[config.mk]
export PLATFORM = sky130hd
export DESIGN_NAME = seven_segment_display_driver
export DESIGN_NICKNAME = d
export VERILOG_FILES = /design/src/rtl/seven_segment_display_driver.sv
export SDC_FILE = /design/constraint.sdc
export NUM_CORES = 1
export LEC_CHECK = 0
export BUFFER_PORTS_ARGS = -buffer_cell sky130_fd_sc_hd__buf_2
export CORE_UTILIZATION = 63
export CTS_CLUSTER_SIZE = 24
export DETAILED_ROUTE_END_ITERATION = 6
export GPL_TIMING_DRIVEN = 0
export PLACE_DENSITY = 0.83
export SYNTH_ARGS = -nofsm -noshare
export SYNTH_HDL_FRONTEND = slang
export SYNTH_SLANG_ARGS = --single-unit
export TNS_END_PERCENT = 10
[constraint.sdc]
create_clock -name clk -period 5.2 [get_ports clk]
set_input_delay 1.04 -clock clk [delete_from_list [all_inputs] [get_ports clk]]
set_output_delay 1.04 -clock clk [all_outputs]
set_load 0.02 [all_outputs]
[src/rtl/seven_segment_display_driver.sv]
// Registered hex-to-seven-segment decoder for one display digit, with lamp test,
// blanking and a free-running blink timer. Segment bit order is g..a (bit6..bit0).
module seven_segment_display_driver #(
    parameter bit          ACTIVE_LOW = 1'b1,
    parameter logic [31:0] BLINK_DIV  = 32'd25000000
) (
    input  logic       clk,
    input  logic       rst,
    input  logic [3:0] hex_digit,
    input  logic       blank,
    input  logic       lamp_test,
    input  logic       blink_en,
    output logic [6:0] hex_display
);

    localparam logic [31:0] LP_TERM = BLINK_DIV - 32'd1;
    localparam logic [6:0]  LP_DARK = ACTIVE_LOW ? 7'h7F : 7'h00;

    // Lit-segment pattern (1 = segment on), independent of board polarity.
    function automatic logic [6:0] decode_lit(input logic [3:0] d);
        logic [6:0] seg;
        case (d)
            4'h0:    seg = 7'h3F;
            4'h1:    seg = 7'h06;
            4'h2:    seg = 7'h5B;
            4'h3:    seg = 7'h4F;
            4'h4:    seg = 7'h66;
            4'h5:    seg = 7'h6D;
            4'h6:    seg = 7'h7D;
            4'h7:    seg = 7'h07;
            4'h8:    seg = 7'h7F;
            4'h9:    seg = 7'h6F;
            4'hA:    seg = 7'h77;
            4'hB:    seg = 7'h7C;
            4'hC:    seg = 7'h39;
            4'hD:    seg = 7'h5E;
            4'hE:    seg = 7'h79;
            default: seg = 7'h71;
        endcase
        return seg;
    endfunction

    function automatic logic [6:0] apply_polarity(input logic [6:0] lit);
        return ACTIVE_LOW ? ~lit : lit;
    endfunction

    logic [31:0] r_cnt;
    logic        r_phase;
    logic [6:0]  r_display;
    logic [6:0]  w_lit;

    // Timer runs whether or not blinking is enabled; phase 1 is the dark half.
    always_ff @(posedge clk or posedge rst) begin
        if (rst) begin
            r_cnt   <= 32'd0;
            r_phase <= 1'b0;
        end else if (r_cnt >= LP_TERM) begin
            r_cnt   <= 32'd0;
            r_phase <= ~r_phase;
        end else begin
            r_cnt   <= r_cnt + 32'd1;
        end
    end

    always_comb begin
        w_lit = decode_lit(hex_digit);
        if (lamp_test) begin
            w_lit = 7'h7F;
        end else if (blank || (blink_en && r_phase)) begin
            w_lit = 7'h00;
        end
    end

    always_ff @(posedge clk or posedge rst) begin
        if (rst) begin
            r_display <= LP_DARK;
        end else begin
            r_display <= apply_polarity(w_lit);
        end
    end

    assign hex_display = r_display;

endmodule

Yosys cells after proc, flatten, opt, wreduce, memory -nomap -nowiden
Memories as Yosys holds them, arrays and structs flattened.
Cells that the tools add are included.
{ "totals": {"elab_cells": 13, "n_memories": 1, "romBits": 112, "register_bits": 40, "out_inout_bits": 7} }
{ "mem_list": {"columns": ["memory", "words", "word_bits", "rd", "rd_ports_with_merged_regs", "write_ports", "line", "rtl"], "rows": [
  ["(name not given)", 16, 7, 1, 0, 0, "22", "case (d)"]
]} }
{ "classes": {"reduce_logical": 2, "muxes": 3, "bitwise_logic": 2, "n_lt_le_gt_ge": 1, "addsub": 1} }
{ "op_table": {"columns": ["op", "count"], "rows": [
  ["$add 32x1->32 const B", 1],
  ["$ge 32x25->1 const B", 1],
  ["$mux 32", 1],
  ["$mux 7", 2],
  ["$not 7->7", 1],
  ["$logic_and 1x1->1", 1],
  ["$logic_or 1x1->1", 1],
  ["$not 1->1", 1]
]} }

Longest topological paths before layout
{ "logic_depth": {"word_depth": 5, "ltp_mapped": 6, "ltp_nobuf": 6} }

Worst setup path after synthesis
No wires, ideal clock.
{ "synth_timing": {"path_kind": "reg2reg", "startpoint": "reg r_cnt[0]", "endpoint": "reg r_cnt[2]", "arrival_time_ns": 1.900, "slack_ns": 3.162, "t_required_ns": 5.063, "stages_incl_launch_ff": 7, "setup_time_ns": 0.137, "cell_sequence": "dfrtp_1 -> ha_1 -> nand3_1 -> or4_1 -> a211oi_2 -> buf_2 -> nor3_1"} }
{ "synth_between": {"elab_chain_len": 2} }
{ "synth_lines": {"columns": ["element", "line", "rtl"], "rows": [
  ["start: declaration", "47", "logic [31:0] r_cnt;"],
  ["start signal: assignment", "61", "r_cnt <= r_cnt + 32'd1;"],
  ["$add 32x1->32 / $ge 32x25->1 (equally long branches)", "61, 57", null],
  ["$mux 32 *", "57", "end else if (r_cnt >= LP_TERM) begin"]
]} }
Mark *: on every way between the ends. The rest lies on a longest branch, timed or not.
A chain may end at the register's enable or synchronous reset.

Worst setup path after layout
{ "layout_timing": {"startpoint": "reg r_cnt[0]", "endpoint": "reg r_cnt[3]"} }
Same word-level chain as after synthesis.

==> results.txt <==
status -> completed
register share of total power -> 59.9%
vias in the first global route -> 1611
RSZ-0062 raised after global routing -> no
Slowest-stage cell, CP -> or4_1
worst hold slack -> 0.520 ns
initial DRC count -> 135
worst vdd ir -> 0.000194 V
Synth cell types -> 40
final antenna diode count -> 0
GPL Wtd Cong -> 0.828
CP endpoint kind -> register
Synth Instances -> 205
Yosys reg bits -> 40
PortBufs -> 14
CTS buffer count -> 5
worst-path maximum fanout -> 10
drt pass-1 iters -> 4
WP data required -> 5.40 ns
final setup fails -> 0
Die X -> 59.4 µm
num rows -> 20
number of synthesized flops with an enable pin -> 0
Netlist Area Pre-Place -> 0.00208 mm²
I/O pin count -> 16
first-pass GRT wire length -> 7090 µm
core box area -> 0.00310 mm²
Clock Path Buffers -> 2
clk sinks -> 40
Root Buffer -> clkbuf_4
final critical-path share of the clock period -> 48.0%
die extent in y -> 59.4 µm
Combinational Power Share -> 9.0%
post-synth top area share -> 39.7%
power per cell area -> 235 mW/mm²
Clock power frac -> 31.1%
Max Cap Violations -> 0
Remaining DRCs -> 0
Vias/cell -> 5.98
vias -> 1657
pin count of the biggest net entering global routing -> 25
Min Clock Period, post-route -> 2.50 ns
H-tree depth -> 2
ANT nets after route -> 0
Sw Ratio -> 23.3%
cell-internal power -> 0.419 mW
Slew headroom -> 53.7%
hold_buf cts -> 0
switching power -> 0.127 mW
Worst-path clk slew -> 0.10 ns
critical path cell sequence -> ha_1, nand3_1, or4_1, a211oi_2, buf_2, nor3_1
Leak Pwr -> 0.911 nW
Worst R2R Setup Slack -> 2.70 ns
sequential area share after synthesis -> 48.6%
Synth area leader -> dfrtp_1
Final Hold Vio Count -> 0
Tot GR Track Use -> 27.3%
Final Power -> 0.546 mW
most numerous cell in the Yosys netlist -> dfrtp_1
antenna violations before repair -> 0
asr flop ratio synth -> 100%
Top delay family on crit path -> simple AND/OR/NAND/NOR gates
full die area -> 0.00353 mm²
Place WS -> 2.72 ns
drt total wl -> 4210 µm
CTS tree -> done
area grow syn2layout -> 11.6%
Worst Setup Start Kind -> register
Clk Latency, worst-skew pair -> 0.34 ns
fmax -> 400 MHz
type of the worst min-delay path -> reg -> reg
setup_tns -> 0 ns
Slew Limit Fails -> 0
Initial Utilization -> 67.0%
wire per inst -> 15.2 µm
post-route setup slack -> 2.70 ns
HPWL Detailed -> 3180 µm
ys flop type -> dfrtp_1
post-CTS resize count -> 0
syn_area_per_cell -> 10.1 µm²
CP Buf/Inv Count -> 1
NumNets Final -> 248
WP data arrival -> 2.69 ns
worst stage delay on the critical path -> 0.58 ns
Setup CP Type -> reg -> reg
top post-synthesis cells by area -> dfrtp_1, dfstp_2, nor3_1
# Post-CTS Setup Buffers -> 0
share of cells above drive strength 1 -> 17.6%
Worst-Margin Slew -> 0.693 ns
Overflow after GRT -> 0
skew final -> 0.0130 ns
synth cell count leaders -> dfrtp_1, nor3_1, a211oi_1, nand2_1, nand3_1
Ys Warns -> 0
metrics by stage:
step	util [%]	instances	instance area, µm²
after floorplan	-	211	2100
after global placement	71.7	269	2230
after detailed placement	72.6	270	2250
after CTS	74.7	277	2320
after global routing	74.7	277	2320
final	74.7	277	2320
routing by layer:
metal	up-vias	global-route usage, %	share of wire (%)
met5	-	0	0
met4	0	10.9	1.3
met3	6	6.33	3.3
met2	38	45.4	52
met1	804	34.1	43
li1	809	-	-
logic make-up (layout without fill, tap and decap cells):
family,count (synthesis),in the layout,synth area share (%)
simple gates,81,81,22.1
compound gates,40,40,12.9
flops,40,40,48.6
buf+inv,18,40,3.43
xor+xnor,13,13,5.48
fa+ha+maj,6,6,3.61
mux,6,6,3.67
other cells,1,7,0.180
power groups by stage:
| stage | logic, mW | registers [mW] | clock network (mW) |
|---|---|---|---|
| after detailed placement | 0.0490 | 0.333 | 0 |
| after CTS | 0.0490 | 0.327 | 0.174 |
| after global placement | 0.0441 | 0.333 | 0 |
| final | 0.0489 | 0.327 | 0.170 |
| after floorplan | 0.0250 | 0.340 | 0 |
| after global routing | 0.0537 | 0.328 | 0.186 |
state kept, by name (all words and copies together), names as in the netlist:
name	flops
r_cnt	32
hex_display	7
r_phase	1
layout by cell type (no fill, tap or decap), drive strengths merged, types with 2 or more instances in the layout:
cell type	Yosys	layout
a21oi	8	8
mux2i	2	2
nor4	3	3
o21a	2	2
nor2	5	5
or3	8	8
buf	4	19
and4	5	5
nand3	11	11
xor2	5	5
dfstp	7	7
a211oi	14	14
o21ai	8	8
dfrtp	33	33
or4	4	4
o31ai	2	2
inv	10	10
and3	2	2
nand4	7	7
clkbuf	4	11
nand2	12	12
mux2	3	3
a31oi	3	3
xnor2	8	8
conb	1	7
nor3	19	19
ha	6	6
cell type report:
type,count,area [µm²]
Multi-Input combinational cell,153,1020
Sequential cell,40,1010
Fill cell,230,785
Timing Repair Buffer,15,97.6
Clock buffer,7,65.1
Tap cell,44,55.1
Inverter,10,37.5
Buffer,8,33.8
worst paths after layout:
path                                  end  depth (start not counted)     start
max                              r_cnt[3]                          6  r_cnt[0]
min                              r_cnt[0]                          1  r_cnt[0]
max reg2reg                      r_cnt[3]                          6  r_cnt[0]
min reg2reg                      r_cnt[0]                          1  r_cnt[0]
max in group asynchronous  hex_display[0]                          3       rst
min in group asynchronous        r_cnt[9]                          2       rst
worst register-to-register path, stage by stage (launching register included):
cell	delay [ns]
dfrtp_1	0.41
ha_1	0.22
nand3_1	0.18
or4_1	0.59
a211oi_2	0.53
buf_2	0.35
nor3_1	0.10
Power figures use the tool's default switching activity.
